===== src/rtl/pulse_meter.sv =====
// Measures each full period of an asynchronous square wave as high/low cycle counts
// and publishes one result per period through a valid/ready handshake.
module pulse_meter #(
  parameter int WIDTH       = 16,
  parameter int SYNC_STAGES = 2
) (
  input  logic             clock,
  input  logic             reset_n,
  input  logic             signal,
  input  logic             ready,
  output logic             valid,
  output logic [WIDTH-1:0] high_count,
  output logic [WIDTH-1:0] low_count,
  output logic [WIDTH:0]   period,
  output logic             saturated,
  output logic             overrun,
  output logic [7:0]       pulses,
  output logic             rise
);

  typedef enum logic [1:0] {IDLE, ARMED, HIGH, LOW} state_t;

  localparam logic [WIDTH-1:0] CNT_MAX = '1;
  localparam logic [WIDTH-1:0] CNT_ONE = WIDTH'(1);

  state_t                 state_reg, state_next;
  logic [SYNC_STAGES-1:0] sync_reg;
  logic [SYNC_STAGES-1:0] fill_reg;
  logic                   prev_reg;
  logic [WIDTH-1:0]       hcnt_reg, hcnt_next;
  logic [WIDTH-1:0]       lcnt_reg, lcnt_next;
  logic                   sat_reg, sat_next;
  logic                   publish;
  logic                   s, primed, rise_d, fall_d;

  // fill_reg tracks when s holds a real sample rather than the reset zero, so a
  // signal already high at reset release is not mistaken for a low phase.
  always_ff @(posedge clock or negedge reset_n) begin
    if (!reset_n) begin
      sync_reg <= '0;
      fill_reg <= '0;
      prev_reg <= 1'b0;
    end else begin
      sync_reg <= {sync_reg[SYNC_STAGES-2:0], signal};
      fill_reg <= {fill_reg[SYNC_STAGES-2:0], 1'b1};
      prev_reg <= s;
    end
  end

  assign s      = sync_reg[SYNC_STAGES-1];
  assign primed = fill_reg[SYNC_STAGES-1];
  assign rise_d = s & ~prev_reg;
  assign fall_d = ~s & prev_reg;

  always_ff @(posedge clock or negedge reset_n) begin
    if (!reset_n) begin
      state_reg <= IDLE;
      hcnt_reg  <= '0;
      lcnt_reg  <= '0;
      sat_reg   <= 1'b0;
    end else begin
      state_reg <= state_next;
      hcnt_reg  <= hcnt_next;
      lcnt_reg  <= lcnt_next;
      sat_reg   <= sat_next;
    end
  end

  always_comb begin
    state_next = state_reg;
    hcnt_next  = hcnt_reg;
    lcnt_next  = lcnt_reg;
    sat_next   = sat_reg;
    publish    = 1'b0;
    case (state_reg)
      IDLE: begin
        if (primed && !s) state_next = ARMED;
      end
      ARMED: begin
        if (rise_d) begin
          hcnt_next  = CNT_ONE;
          sat_next   = 1'b0;
          state_next = HIGH;
        end
      end
      HIGH: begin
        if (fall_d) begin
          lcnt_next  = CNT_ONE;
          state_next = LOW;
        end else if (hcnt_reg == CNT_MAX) begin
          sat_next = 1'b1;
        end else begin
          hcnt_next = hcnt_reg + CNT_ONE;
        end
      end
      LOW: begin
        if (rise_d) begin
          publish    = 1'b1;
          hcnt_next  = CNT_ONE;
          sat_next   = 1'b0;
          state_next = HIGH;
        end else if (lcnt_reg == CNT_MAX) begin
          sat_next = 1'b1;
        end else begin
          lcnt_next = lcnt_reg + CNT_ONE;
        end
      end
      default: state_next = IDLE;
    endcase
  end

  // A publish takes priority over acceptance so a coincident accept keeps valid high.
  always_ff @(posedge clock or negedge reset_n) begin
    if (!reset_n) begin
      valid      <= 1'b0;
      high_count <= '0;
      low_count  <= '0;
      period     <= '0;
      saturated  <= 1'b0;
      overrun    <= 1'b0;
    end else if (publish) begin
      valid      <= 1'b1;
      high_count <= hcnt_reg;
      low_count  <= lcnt_reg;
      period     <= {1'b0, hcnt_reg} + {1'b0, lcnt_reg};
      saturated  <= sat_reg;
      if (valid && !ready) overrun <= 1'b1;
    end else if (valid && ready) begin
      valid <= 1'b0;
    end
  end

  always_ff @(posedge clock or negedge reset_n) begin
    if (!reset_n) begin
      pulses <= '0;
      rise   <= 1'b0;
    end else begin
      rise <= rise_d && (state_reg != IDLE);
      if (rise_d && (state_reg != IDLE)) pulses <= pulses + 8'd1;
    end
  end

endmodule

===== config.mk =====
export PLATFORM = sky130hd
export DESIGN_NAME = pulse_meter
export DESIGN_NICKNAME = d
export VERILOG_FILES = /design/src/rtl/pulse_meter.sv
export SDC_FILE = /design/constraint.sdc
export NUM_CORES = 1
export LEC_CHECK = 0
export BUFFER_PORTS_ARGS = -buffer_cell sky130_fd_sc_hd__buf_4
export CORE_ASPECT_RATIO = 2
export CORE_MARGIN = 2
export CORE_UTILIZATION = 35
export DETAILED_ROUTE_END_ITERATION = 16
export GPL_TIMING_DRIVEN = 0
export PLACE_DENSITY = 0.62
export SLEW_MARGIN = 15
export SYNTH_ARGS = -nofsm -noshare
export SYNTH_HDL_FRONTEND = slang
export SYNTH_SLANG_ARGS = --single-unit

===== constraint.sdc =====
create_clock -name clock -period 3.1 [get_ports clock]
set_input_delay 0.62 -clock clock [delete_from_list [all_inputs] [get_ports clock]]
set_output_delay 0.62 -clock clock [all_outputs]
set_load 0.005 [all_outputs]

==> reports/results.tsv <==
metric	value	unit
largest net degree at the start of global routing	102	
worst setup path class	register to register	
post-route minimum period	2550	ps
critical-path maximum fanout	8	
cts hold-fix bufs	0	
Skew-Pair Late Insertion Delay	350	ps
# IOs	65	
die area	15700	um2
CP Data Arrival Time	2760	ps
mapped cell area	5140	um2
number of synthesized flops with an enable pin	0	
register area share after synthesis	49.1	%
Sink Count	101	
Clock Skews	10.8	ps
input/output buffers	64	
met1 usage	17.6	%
CTS clock-pin slew for the worst setup and hold paths	80	ps
H-tree Lvls	3	
drt first pass iters	4	
Post-Layout Cell Count	814	
Iter 0 DRT Violations	285	
crit end category	register	
Largest register FFs	17	
maximum clock rate	392	MHz
TritonCTS buffer count	9	
Core ar.	14400	um2
busiest grt layer	met2	
post-synthesis cell type count	62	
Startpoint Class	register	
cell total after placement	799	
synthesized area per cell	9.47	um2
clock share of power	29.2	%
net count after synthesis	567	
predominant post-synthesis flop cell	dfrtp_1	
part of the cycle the worst path needs	82.3	%
grt met2 use	33.4	%
Nets	642	
sequential fraction of design power	46.2	%
total wire length	13.5	mm
CP required	3310	ps
max incr delay on CP	460	ps
Rows	62	
Slew headroom	37.0	%
crit-path cells	ha_1 > fa_1 > a21o_1 > a221o_1 > a221oi_2 > or2_2 > o311ai_0	
Pins Over Slew Limit	0	
vias in the first global route	4329	
P_int	2.52	mW
initial antenna violation count	0	
sw frac	32.9	%
peak supply drop	336	uV
GR Overflow Total	0	
register bit total from synthesis	101	
outcome	finished clean	
area grow syn2layout	19.5	%
Setup Fix Bufs, Post-CTS	0	
antenna-violating nets left	0	
Die Span X	89.7	um
YS warnings	0	
Worst Max-Slew Pin Slew	946	ps
post-CTS sizing	0	
number of diodes	0	
Mapped Cells	543	
post-DP HPWL	10.2	mm
Max Cap Violations	0	
met3 Use GR	2.40	%
RSZ-0062 raised after global routing	no	
# setup viols final	0	
Die Y	175	um
Switch Pwr	1.23	mW
Power Dens Cells	611	nW/um2
Final Hold Viols	0	
gr usage total	17.6	%
proportion of layout cells with a drive suffix above 1	16.9	%
Largest Register	period	
worst-case clock buffer depth	2	
setup TNS	0	ps
slowest CP cell	dfrtp_1	
first-pass GRT wire length	22.0	mm
drt via density	5.22	
worst reg-to-reg setup slack	550	ps
leakage power	3.03	nW
RePlAce Congestion	0.871	
Clock Tree Root	clkbuf_16	
min setup slack post-route	549	ps
wire length per cell	16.6	um
initial core utilization	35.8	%
Vias	4251	
CTS tree	built	
worst setup slack after placement	583	ps
HP Class	register to register	
Logic pwr share	24.6	%
fraction of registers with async set/reset	100	%
Pwr Total	3.76	mW
Residual DRC	0	
[worst max-delay path, delay by kind of cell (launching register included)]
family	cells	cell delay, ps
AOI/OAI and AO/OA	4	1050
adders and majority gates	2	710
DFF	1	460
and+or+nand+nor	1	190
[layout by cell type (no fill, tap or decap), types with 8 or more instances in the layout]
cell       count
nand2_1      138
dfrtp_1      101
buf_4         65
a21oi_1       24
nor2_1        20
a31oi_1       20
clkbuf_1      19
ha_1          19
xnor2_1       18
o21ai_0       16
nand4_1       15
a21o_1        13
inv_1         10
nand3_1        9
and3_1         9
clkbuf_16      9
mux2i_1        8
[stage by stage]
step	utilization (%)	hold WS, ps	cell area (um2)
final	42.8	350	6150
after global routing	42.8	363	6150
after CTS	42.8	350	6150
after detailed placement	40.9	335	5870
after global placement	40.9	332	5860
after floorplan	-	324	5140
[logic make-up after synthesis]
group | synth area share (%)
DFF | 49.1
muxes | 1.78
AOI/OAI and AO/OA | 15.3
other | 0.0729
buffers and inverters | 3.36
xor gates and xnor gates | 4.09
adders and majority gates | 5.01
and+or+nand+nor | 21.3
[worst paths after layout]
kind                                               to               startpoint  cells past startpoint
max                            period[14]$_DFFE_PN0P_  hcnt_reg[0]$_DFFE_PN0P_                      7
min                             fill_reg[1]$_DFF_PN0_    fill_reg[0]$_DFF_PN0_                      0
max reg2reg                    period[14]$_DFFE_PN0P_  hcnt_reg[0]$_DFFE_PN0P_                      7
min reg2reg                     fill_reg[1]$_DFF_PN0_    fill_reg[0]$_DFF_PN0_                      0
max in group asynchronous  high_count[15]$_DFFE_PN0P_                  reset_n                      1
min in group asynchronous           valid$_DFFE_PN0P_                  reset_n                      1
[synth_stat cells, drive strengths merged, types with 6 or more instances]
master	count	share of area, %
nand2	138	10
dfrtp	101	49
a21oi	26	2.7
a31oi	20	2.4
clkbuf	20	1.5
nor2	20	1.5
ha	19	4.6
xnor2	18	3.1
o21ai	17	1.7
nand4	15	1.8
a21o	13	1.9
buf	10	1.1
inv	10	0.73
and3	9	1.1
nand3	9	0.88
mux2i	8	1.6
nor3	8	0.88
and4	6	1.0
xor2	6	1.0
[metal layers]
layer | share of wire [%] | vias to the layer above
li1 | - | 2066
met1 | 36 | 2066
met2 | 56 | 86
met3 | 2.6 | 33
met4 | 5.3 | 0
met5 | 0 | -
[cell type report]
cell class	count	area, um2
multi-input cells	402	2440
inverters	10	37.5
plain buffers	30	135
well taps	192	240
clock inverters	6	55.1
fillers	1395	8200
clock buffers	9	225
repair buffers	64	484
flip-flops and latches	101	2530
[power by group through the flow]
stage	Sequential, mW	Clock (mW)	Combinational [mW]
after floorplan	1.72	0	0.517
after global placement	1.75	0	0.910
after detailed placement	1.76	0	0.932
after CTS	1.74	1.12	0.940
after global routing	1.77	1.17	1.03
final	1.74	1.10	0.925
Power figures use the tool's default switching activity.
